<file path="src/rtl/ln_var_eps_fp16_if.sv">
// Stream interface for the LayerNorm statistics stage: sample input with
// flush, and the registered result (FP16 var+eps, mean) with its 1-cycle pulse.
interface ln_var_eps_fp16_if #(
   parameter int DATA_W = 16
);
   logic              flush;
   logic              in_valid;
   logic              in_ready;
   logic [DATA_W-1:0] in_data;
   logic              out_valid;
   logic [15:0]       out_fp16;
   logic [DATA_W-1:0] mean_out;

   modport master (
      output flush, in_valid, in_data,
      input  in_ready, out_valid, out_fp16, mean_out
   );

   modport slave (
      input  flush, in_valid, in_data,
      output in_ready, out_valid, out_fp16, mean_out
   );
endinterface

</file>
<file path="src/rtl/ln_var_eps_fp16.sv">
// LayerNorm statistics: accumulates N signed fixed-point samples, computes the
// floor mean and (E[x^2] - mean^2) + EPS, converts the latter to FP16
// (flush-to-zero, saturate to max finite) and pulses out_valid for one cycle.
module ln_var_eps_fp16 #(
   parameter int              DATA_W = 16,
   parameter int              FRAC_W = 8,
   parameter int              LOG2_N = 2,
   parameter longint unsigned EPS    = 7
) (
   input logic               clk,
   input logic               rst_n,
   ln_var_eps_fp16_if.slave  bus
);
   localparam int SUM_W = DATA_W + LOG2_N;
   localparam int SQ_W  = 2 * DATA_W + LOG2_N;
   localparam int VAR_W = 2 * DATA_W;
   localparam int IDX_W = $clog2(VAR_W);
   localparam logic [LOG2_N-1:0] LAST_CNT = '1;

   typedef enum logic [1:0] {
      S_ACCUM = 2'd0,
      S_CALC  = 2'd1,
      S_CONV  = 2'd2,
      S_DONE  = 2'd3
   } state_t;

   state_t                   state_q;
   logic [LOG2_N-1:0]        count_q;
   logic signed [SUM_W-1:0]  sum_q;
   logic [SQ_W-1:0]          sumsq_q;
   logic [VAR_W-1:0]         var_eps_q;
   logic [DATA_W-1:0]        mean_q;
   logic [15:0]              fp16_q;
   logic                     out_valid_q;

   // Datapath next values (combinational)
   logic signed [DATA_W-1:0] sample;
   logic signed [VAR_W-1:0]  sq_s;
   logic signed [SUM_W-1:0]  mean_full;
   logic [DATA_W-1:0]        mean_d;
   logic signed [VAR_W-1:0]  mean_sq;
   logic [VAR_W-1:0]         ex2;
   logic signed [VAR_W:0]    diff;
   logic [VAR_W-1:0]         var_v;
   logic [VAR_W:0]           var_sum;
   logic [VAR_W-1:0]         var_eps_d;
   logic [IDX_W-1:0]         msb_idx;
   logic [IDX_W-1:0]         norm_sh;
   logic [VAR_W-1:0]         norm;
   logic [9:0]               mant;
   int                       exp_v;
   logic [4:0]               exp5;
   logic [15:0]              fp16_d;

   assign bus.in_ready  = (state_q == S_ACCUM);
   assign bus.out_valid = out_valid_q;
   assign bus.out_fp16  = fp16_q;
   assign bus.mean_out  = mean_q;

   // Square of the incoming sample and mean / variance+eps from the accumulators
   always_comb begin
      // NOTE: every always_comb output gets a default first so no path can infer a latch.
      sample    = signed'(bus.in_data);
      sq_s      = sample * sample;
      mean_full = sum_q >>> LOG2_N;
      mean_d    = mean_full[DATA_W-1:0];
      mean_sq   = signed'(mean_d) * signed'(mean_d);
      ex2       = sumsq_q[SQ_W-1:LOG2_N];
      diff      = signed'({1'b0, ex2}) - signed'({1'b0, mean_sq});
      var_v     = diff[VAR_W] ? '0 : diff[VAR_W-1:0];
      var_sum   = {1'b0, var_v} + (VAR_W+1)'(EPS);
      var_eps_d = var_sum[VAR_W] ? '1 : var_sum[VAR_W-1:0];
   end

   // FP16 conversion of the registered var+eps: normalise on the leading one, truncate
   always_comb begin
      msb_idx = '0;
      for (int i = 0; i < VAR_W; i++) begin
         if (var_eps_q[i]) msb_idx = IDX_W'(i);
      end
      norm_sh = IDX_W'(VAR_W - 1) - msb_idx;
      norm    = var_eps_q << norm_sh;
      mant    = norm[VAR_W-2 -: 10];
      exp_v   = int'(msb_idx) - 2 * FRAC_W + 15;
      exp5    = exp_v[4:0];
      if (var_eps_q == '0 || exp_v < 1) begin
         fp16_d = 16'h0000;
      end else if (exp_v > 30) begin
         fp16_d = 16'h7BFF;
      end else begin
         fp16_d = {1'b0, exp5, mant};
      end
   end

   // Control FSM with accumulators and registered result outputs
   always_ff @(posedge clk or negedge rst_n) begin
      if (!rst_n) begin
         // NOTE: state uses non-blocking assignments so every register samples pre-edge values.
         state_q     <= S_ACCUM;
         count_q     <= '0;
         sum_q       <= '0;
         sumsq_q     <= '0;
         var_eps_q   <= '0;
         mean_q      <= '0;
         fp16_q      <= '0;
         out_valid_q <= 1'b0;
      end else if (bus.flush) begin
         // Abort wins over any accepted sample; results stay visible.
         state_q     <= S_ACCUM;
         count_q     <= '0;
         sum_q       <= '0;
         sumsq_q     <= '0;
         out_valid_q <= 1'b0;
      end else begin
         case (state_q)
            S_ACCUM: begin
               out_valid_q <= 1'b0;
               if (bus.in_valid) begin
                  sum_q   <= sum_q + SUM_W'(sample);
                  sumsq_q <= sumsq_q + SQ_W'(unsigned'(sq_s));
                  if (count_q == LAST_CNT) begin
                     count_q <= '0;
                     state_q <= S_CALC;
                  end else begin
                     count_q <= count_q + 1'b1;
                  end
               end
            end
            S_CALC: begin
               mean_q    <= mean_d;
               var_eps_q <= var_eps_d;
               sum_q     <= '0;
               sumsq_q   <= '0;
               state_q   <= S_CONV;
            end
            S_CONV: begin
               fp16_q      <= fp16_d;
               out_valid_q <= 1'b1;
               state_q     <= S_DONE;
            end
            default: begin
               out_valid_q <= 1'b0;
               state_q     <= S_ACCUM;
            end
         endcase
      end
   end
endmodule

</file>
<file path="src/flat_wrapper.sv">
// flat-port wrapper written by rule: the top's interface ports become plain ports
module ln_var_eps_fp16_flat 
#(
   parameter int              DATA_W = 16,
   parameter int              FRAC_W = 8,
   parameter int              LOG2_N = 2,
   parameter longint unsigned EPS    = 7
)
  (clk, rst_n, bus_flush, bus_in_valid, bus_in_data, bus_in_ready, bus_out_valid, bus_out_fp16, bus_mean_out);
  ln_var_eps_fp16_if #(.DATA_W(DATA_W)) bus_i ();
  input logic clk;
  input logic rst_n;
  input wire logic [$bits(bus_i.flush)-1:0] bus_flush;
  input wire logic [$bits(bus_i.in_valid)-1:0] bus_in_valid;
  input wire logic [$bits(bus_i.in_data)-1:0] bus_in_data;
  output wire logic [$bits(bus_i.in_ready)-1:0] bus_in_ready;
  output wire logic [$bits(bus_i.out_valid)-1:0] bus_out_valid;
  output wire logic [$bits(bus_i.out_fp16)-1:0] bus_out_fp16;
  output wire logic [$bits(bus_i.mean_out)-1:0] bus_mean_out;
  assign bus_i.flush = bus_flush;
  assign bus_i.in_valid = bus_in_valid;
  assign bus_i.in_data = bus_in_data;
  assign bus_in_ready = bus_i.in_ready;
  assign bus_out_valid = bus_i.out_valid;
  assign bus_out_fp16 = bus_i.out_fp16;
  assign bus_mean_out = bus_i.mean_out;
  ln_var_eps_fp16 #(.DATA_W(DATA_W), .FRAC_W(FRAC_W), .LOG2_N(LOG2_N), .EPS(EPS)) u_core (.clk(clk), .rst_n(rst_n), .bus(bus_i));
endmodule
</file>
<file path="config.mk">
export PLATFORM = sky130hd
export DESIGN_NAME = ln_var_eps_fp16_flat
export DESIGN_NICKNAME = d
export VERILOG_FILES = /design/src/rtl/ln_var_eps_fp16_if.sv /design/src/rtl/ln_var_eps_fp16.sv /design/src/flat_wrapper.sv
export SDC_FILE = /design/constraint.sdc
export NUM_CORES = 2
export LEC_CHECK = 0
export BUFFER_PORTS_ARGS = -buffer_cell sky130_fd_sc_hd__buf_2
export CELL_PAD_IN_SITES_DETAIL_PLACEMENT = 1
export CELL_PAD_IN_SITES_GLOBAL_PLACEMENT = 1
export CORE_UTILIZATION = 51
export DETAILED_ROUTE_END_ITERATION = 16
export MAX_ROUTING_LAYER = met4
export PLACE_DENSITY = 0.85
export SLEW_MARGIN = 20
export SYNTH_ARGS = -nofsm -noshare
export SYNTH_HDL_FRONTEND = slang
export SYNTH_SLANG_ARGS = --single-unit
</file>
<file path="constraint.sdc">
create_clock -name clk -period 30.9 [get_ports clk]
set_clock_uncertainty 0.15 [all_clocks]
set_input_delay 4.635 -clock clk [delete_from_list [all_inputs] [get_ports clk]]
set_output_delay 4.635 -clock clk [all_outputs]
set_load 0.005 [all_outputs]
</file>
Word level (Yosys, flattened, before mapping)
Cells that the tools add are included.

Input bits: 20. Bits in registers: 121. Word-level logic and storage cells: 90. Output and inout bits: 34.

Shifts and indexed selects: 1. $lt $le $gt $ge: 2. Add/sub/neg operators: 8. Multiply operators: 2. Bitwise gates (word level): 1. Reductions and logical operators: 11. Muxes and demuxes: 51. Equality and inequality tests: 6.

Operator list (number): $mux W5 (16); $mux W34 (2); $pmux W34 S2 (1); $mul A16 B16 Y32 (2); $mux W32 (2); $mux W18 (2); $pmux W18 S2 (1); $add A34 B32 Y34 (1); $add A32 B3 Y33 const B (1); $sub A32 B32 Y33 (1); $add A32 B5 Y32 const B (1); $gt A32 B6 Y1 const B (1); $logic_not A32 Y1 (1); $lt A32 B2 Y1 const B (1); $mux W4 (8); $shl A32 B5 Y31 (1); $add A18 B16 Y18 (1); $mux W2 (9); $mux W16 (1); $mux W15 (1); $mux W3 (4); $reduce_and A2 Y1 (5); $pmux W2 S3 (1); $sub A5 B5 Y6 const B (1); 14 further kinds (17).

Longest topological paths before layout
Depth in word-level cells: 36. Mapped depth: 47.

Worst setup path after synthesis
OpenSTA, ideal clock, no wires.

Path type: in2reg. Start: in bus_in_data[5]. End: reg u_core.sumsq_q[33]. Library setup time: 0.133 ns. Slack: 18.257 ns. Cell stages on the path: 37. Arrival time: 12.360 ns. Required time: 30.617 ns. Cells stage by stage: clkbuf_1 > clkbuf_1 > nand2_1 > fa_1 > inv_1 > fa_1 > inv_1 > fa_1 > inv_1 > fa_1 > inv_1 > fa_1 > inv_1 > fa_1 > ha_1 > and3_1 > o211a_1 > o21ai_0 > nand2_1 > a31o_2 > o21a_1 > a211oi_1 > o21bai_1 > a21o_1 > a21oi_1 > xnor2_1 > ha_1 > a21o_1 > a21o_1 > a21oi_1 > o21ai_0 > nor2_1 > o21ai_0 > o31a_1 > o21ai_0 > xor2_1 > o21ai_0.

Cells in the longest elaborated chain, start to end: 5.

Ends and longest elaborated chain: start: declaration (line flat_wrapper.sv:15) `input wire logic [$bits(bus_i.in_data)-1:0] bus_in_data;`; $mul A16 B16 Y32 (line ln_var_eps_fp16.sv:64) `sq_s = sample * sample;`; $add A34 B32 Y34 (line ln_var_eps_fp16.sv:120) `sumsq_q <= sumsq_q + SQ_W'(unsigned'(sq_s));`; $mux W34 (line ln_var_eps_fp16.sv:118) `if (bus.in_valid) begin`; $pmux W34 S2 (line ln_var_eps_fp16.sv:115) `case (state_q)`; $mux W34 (line ln_var_eps_fp16.sv:107) `end else if (bus.flush) begin`; end signal: assignment (line ln_var_eps_fp16.sv:120); end: declaration (line ln_var_eps_fp16.sv:30) `logic [SQ_W-1:0] sumsq_q;`.

No other way between the ends. The select of a mux whose other input is x is not followed. A chain may end at the register's enable or synchronous reset.

Worst setup path after layout
Start: in bus_in_data[15]. End: reg u_core.sumsq_q[33].

Same word-level chain as after synthesis.

==> flow_summary.toml <==
[routing]
vias_per_cell = 5.72
drt_first_pass_iters = 5
route.antenna.remaining_nets = 0
detail_route.drc_violations = 0
drt-total-wl_um = 83600
detailed_route_iter0_violations = 1179
detailroute.via_count = 22700
wl_per_cell_um = 21.0

[synth]
ys_types = 87
synth_warn = 0
post_synth_instance_area_mm2 = 0.0286
yosys_register_bits = 120
synth-async-reset-ratio_pct = 100
ys.flop_type = "sky130_fd_sc_hd__dfrtp_1"
synthesis.instances = 3221
post-synth-top-area-fraction_pct = 33.4
synth_top_cells_by_area = "sky130_fd_sc_hd__fa_1, sky130_fd_sc_hd__ha_1, sky130_fd_sc_hd__dfrtp_1"
post_synth_edffs = 0
syn-num-nets = 3994
synth.yosys.seq_area_share_pct = 10.5
synth_area_per_cell_um2 = 8.89
post-synth-top-area-cell = "sky130_fd_sc_hd__fa_1"

[finish]
share_of_post_route_cells_with_drive_strength_above_1_pct = 5.33
layout_commonest_cell = "sky130_fd_sc_hd__inv_1"
antenna_cells_inserted = 0
mostFrequentLayoutCells = "sky130_fd_sc_hd__inv_1, sky130_fd_sc_hd__fa_1, sky130_fd_sc_hd__nand2_1"
post_layout_nonfiller_instances = 3976
syn2layout_area_growth_pct = 5.64
nFillCells = 6560
design.final.nets = 3988
utilization_pct = 54.7

[die]
die-area_mm2 = 0.0571
placeableCoreArea_mm2 = 0.0553
placement_rows = 86
io_pins = 54
die_x_um = 239
die_y_um = 239
floorplan.initialDensity_pct = 51.8

[setup_path]
crit_path_end_kind = "flip-flop"
cp.required_ns = 31.07
crit_arrival_ns = 13.33
worst_path_max_delay_cell = "sky130_fd_sc_hd__fa_1"
setup.worst_path.class = "in2reg"
worst_setup_path_start_kind = "input port"
worst_setup_path_startpoint = "bus_in_data[15]"
critical-path-top-cell-by-count = "sky130_fd_sc_hd__fa_1"
worstReg2RegStart = "u_core.sum_q[4]"
setup.reg_to_reg.worst_slack_ns = 18.69
cp_max_fo = 30
worst_path_largest_cell_delay_ns = 0.79

[worst_hold_path]
timing.hold.worst.start = "u_core.bus.mean_out[5]"
hold_path.class = "reg2reg"

[sta]
timing.final.max_slew_violations = 0
grt_setup_unrepaired = "false"
setup-violations-final = 0
final.min_clock_period_ns = 13.15
totalNegativeSetupSlack_ns = 0
min_period_over_period_pct = 42.6
max_freq_mhz = 76.0
worstMarginPinSlew_ns = 1.05
relSlewSlack_pct = 30.1
final_hold_viol_count = 0

[placement]
total_half_perimeter_wirelength_after_legalization_and_detailed_placement_um = 69600
dp.cells = 3944
place.port_buffers = 52
gp_routability_congestion = 0.936

[cts]
cts_made_buffers = 17
clock_sink_count = 120
h-tree-depth = 4
post_cts_resized = 0
cts.root.buffer_cell = "sky130_fd_sc_hd__clkbuf_16"
cts_post_setup_buffers_inserted = 0
cts_tree = "done"
clk_pin_slew_ns = 0.06
cts-root-to-sink-buffers = 2
clk-insertion-delay-late_ns = 0.48
post_cts_hold_buffer_count = 0

[run_status]
status = "finished clean"

[global_routing]
grt_antenna_before_repair = 0
grt_max_degree = 68
grt_remaining_overflow = 0
wire_length_of_the_first_global_routing_pass_um = 137000
first_global_vias = 26100
grt_use_total_pct = 31.5

[job]
cap_violations = 0
state kept, by name, summed over array words and instances (netlist names):
register	flops
u_core.bus.mean_out	16
u_core.bus.out_fp16	15
u_core.bus.out_valid	1
u_core.count_q	2
u_core.state_q	2
u_core.sum_q	18
u_core.sumsq_q	34
u_core.var_eps_q	32
area by class of cell:
| class | count | area [µm²] | share of cell area (%) |
|---|---|---|---|
| clock buffers | 18 | 429 | 1.42 |
| clock inverters | 14 | 189 | 0.625 |
| inverters | 639 | 2400 | 7.93 |
| multi-input cells | 2359 | 22800 | 75.5 |
| flip-flops and latches | 120 | 3000 | 9.93 |
| well taps | 748 | 936 | 3.09 |
| repair buffers | 78 | 458 | 1.51 |
kinds of logic after synthesis:
logic type                 share of synthesized area (%)
AOI/OAI and AO/OA                                   13.2
xor gates and xnor gates                            5.29
adders and majority gates                           45.4
buffers and inverters                               9.86
DFF                                                 10.5
muxes                                               2.22
other                                             0.0131
and+or+nand+nor                                     13.5
worst paths after layout:
kind	end	depth (start not counted)
max in group asynchronous	u_core.sum_q[14]	2
setup / recovery	u_core.sumsq_q[33]	30
min in group asynchronous	u_core.bus.out_fp16[11]	1
setup reg to reg	u_core.var_eps_q[1]	38
hold / removal	u_core.bus.mean_out[5]	2
hold reg to reg	u_core.bus.mean_out[5]	2
synthesized netlist by cell type, types with 9 or more instances:
master	count
sky130_fd_sc_hd__clkbuf_1	92
sky130_fd_sc_hd__o21ai_0	126
sky130_fd_sc_hd__nor2_1	160
sky130_fd_sc_hd__and2_1	100
sky130_fd_sc_hd__o211ai_1	12
sky130_fd_sc_hd__xor2_1	65
sky130_fd_sc_hd__o31ai_1	16
sky130_fd_sc_hd__ha_1	275
sky130_fd_sc_hd__a211oi_1	22
sky130_fd_sc_hd__a21oi_1	136
sky130_fd_sc_hd__nand2b_1	39
sky130_fd_sc_hd__fa_1	478
sky130_fd_sc_hd__nor4_1	17
sky130_fd_sc_hd__nand3_1	36
sky130_fd_sc_hd__o22a_1	15
sky130_fd_sc_hd__a31oi_1	14
sky130_fd_sc_hd__nand2_1	307
sky130_fd_sc_hd__nand4_1	13
sky130_fd_sc_hd__xnor2_1	108
sky130_fd_sc_hd__o2111ai_1	9
sky130_fd_sc_hd__a21oi_2	12
sky130_fd_sc_hd__or3_1	9
sky130_fd_sc_hd__and3_1	18
sky130_fd_sc_hd__o21bai_1	21
sky130_fd_sc_hd__nor3_1	40
sky130_fd_sc_hd__or2_2	14
sky130_fd_sc_hd__mux2_2	9
sky130_fd_sc_hd__a21o_1	49
sky130_fd_sc_hd__o21a_1	26
sky130_fd_sc_hd__inv_1	638
sky130_fd_sc_hd__nor2b_1	25
sky130_fd_sc_hd__a22o_1	9
sky130_fd_sc_hd__a22oi_1	11
sky130_fd_sc_hd__dfrtp_1	120
sky130_fd_sc_hd__mux2i_1	51
worst max-delay path, delay by kind of cell:
kind	cells	cell delay, ns
adders and majority gates	8	4.14
AOI/OAI and AO/OA	10	1.84
buffers and inverters	4	1.21
and+or+nand+nor	6	1.15
xor gates and xnor gates	2	0.29
metal layers:
layer	part of all wire (%)	GRT usage [%]	up-vias	wire length, µm
met4	3.0	10.9	0	2510
met1	43	38.8	11700	35700
li1	-	-	10300	-
met5	0	-	-	0
met3	3.3	2.52	177	2750
met2	51	54.5	472	42600
through the flow:
| stage | worst slack [ns] | area [µm²] | hold slack, ns |
|---|---|---|---|
| floorplan | 18.26 | 28600 | 0.320 |
| global placement | 17.71 | 29600 | 0.303 |
| detailed placement | 17.39 | 29600 | 0.309 |
| CTS | 17.79 | 30200 | 0.326 |
| global route | 17.23 | 30200 | 0.345 |
| finish | 17.75 | 30200 | 0.322 |
Power is not shown: default switching activity piles up to over one toggle a cycle in this logic, so the estimate is an artifact.
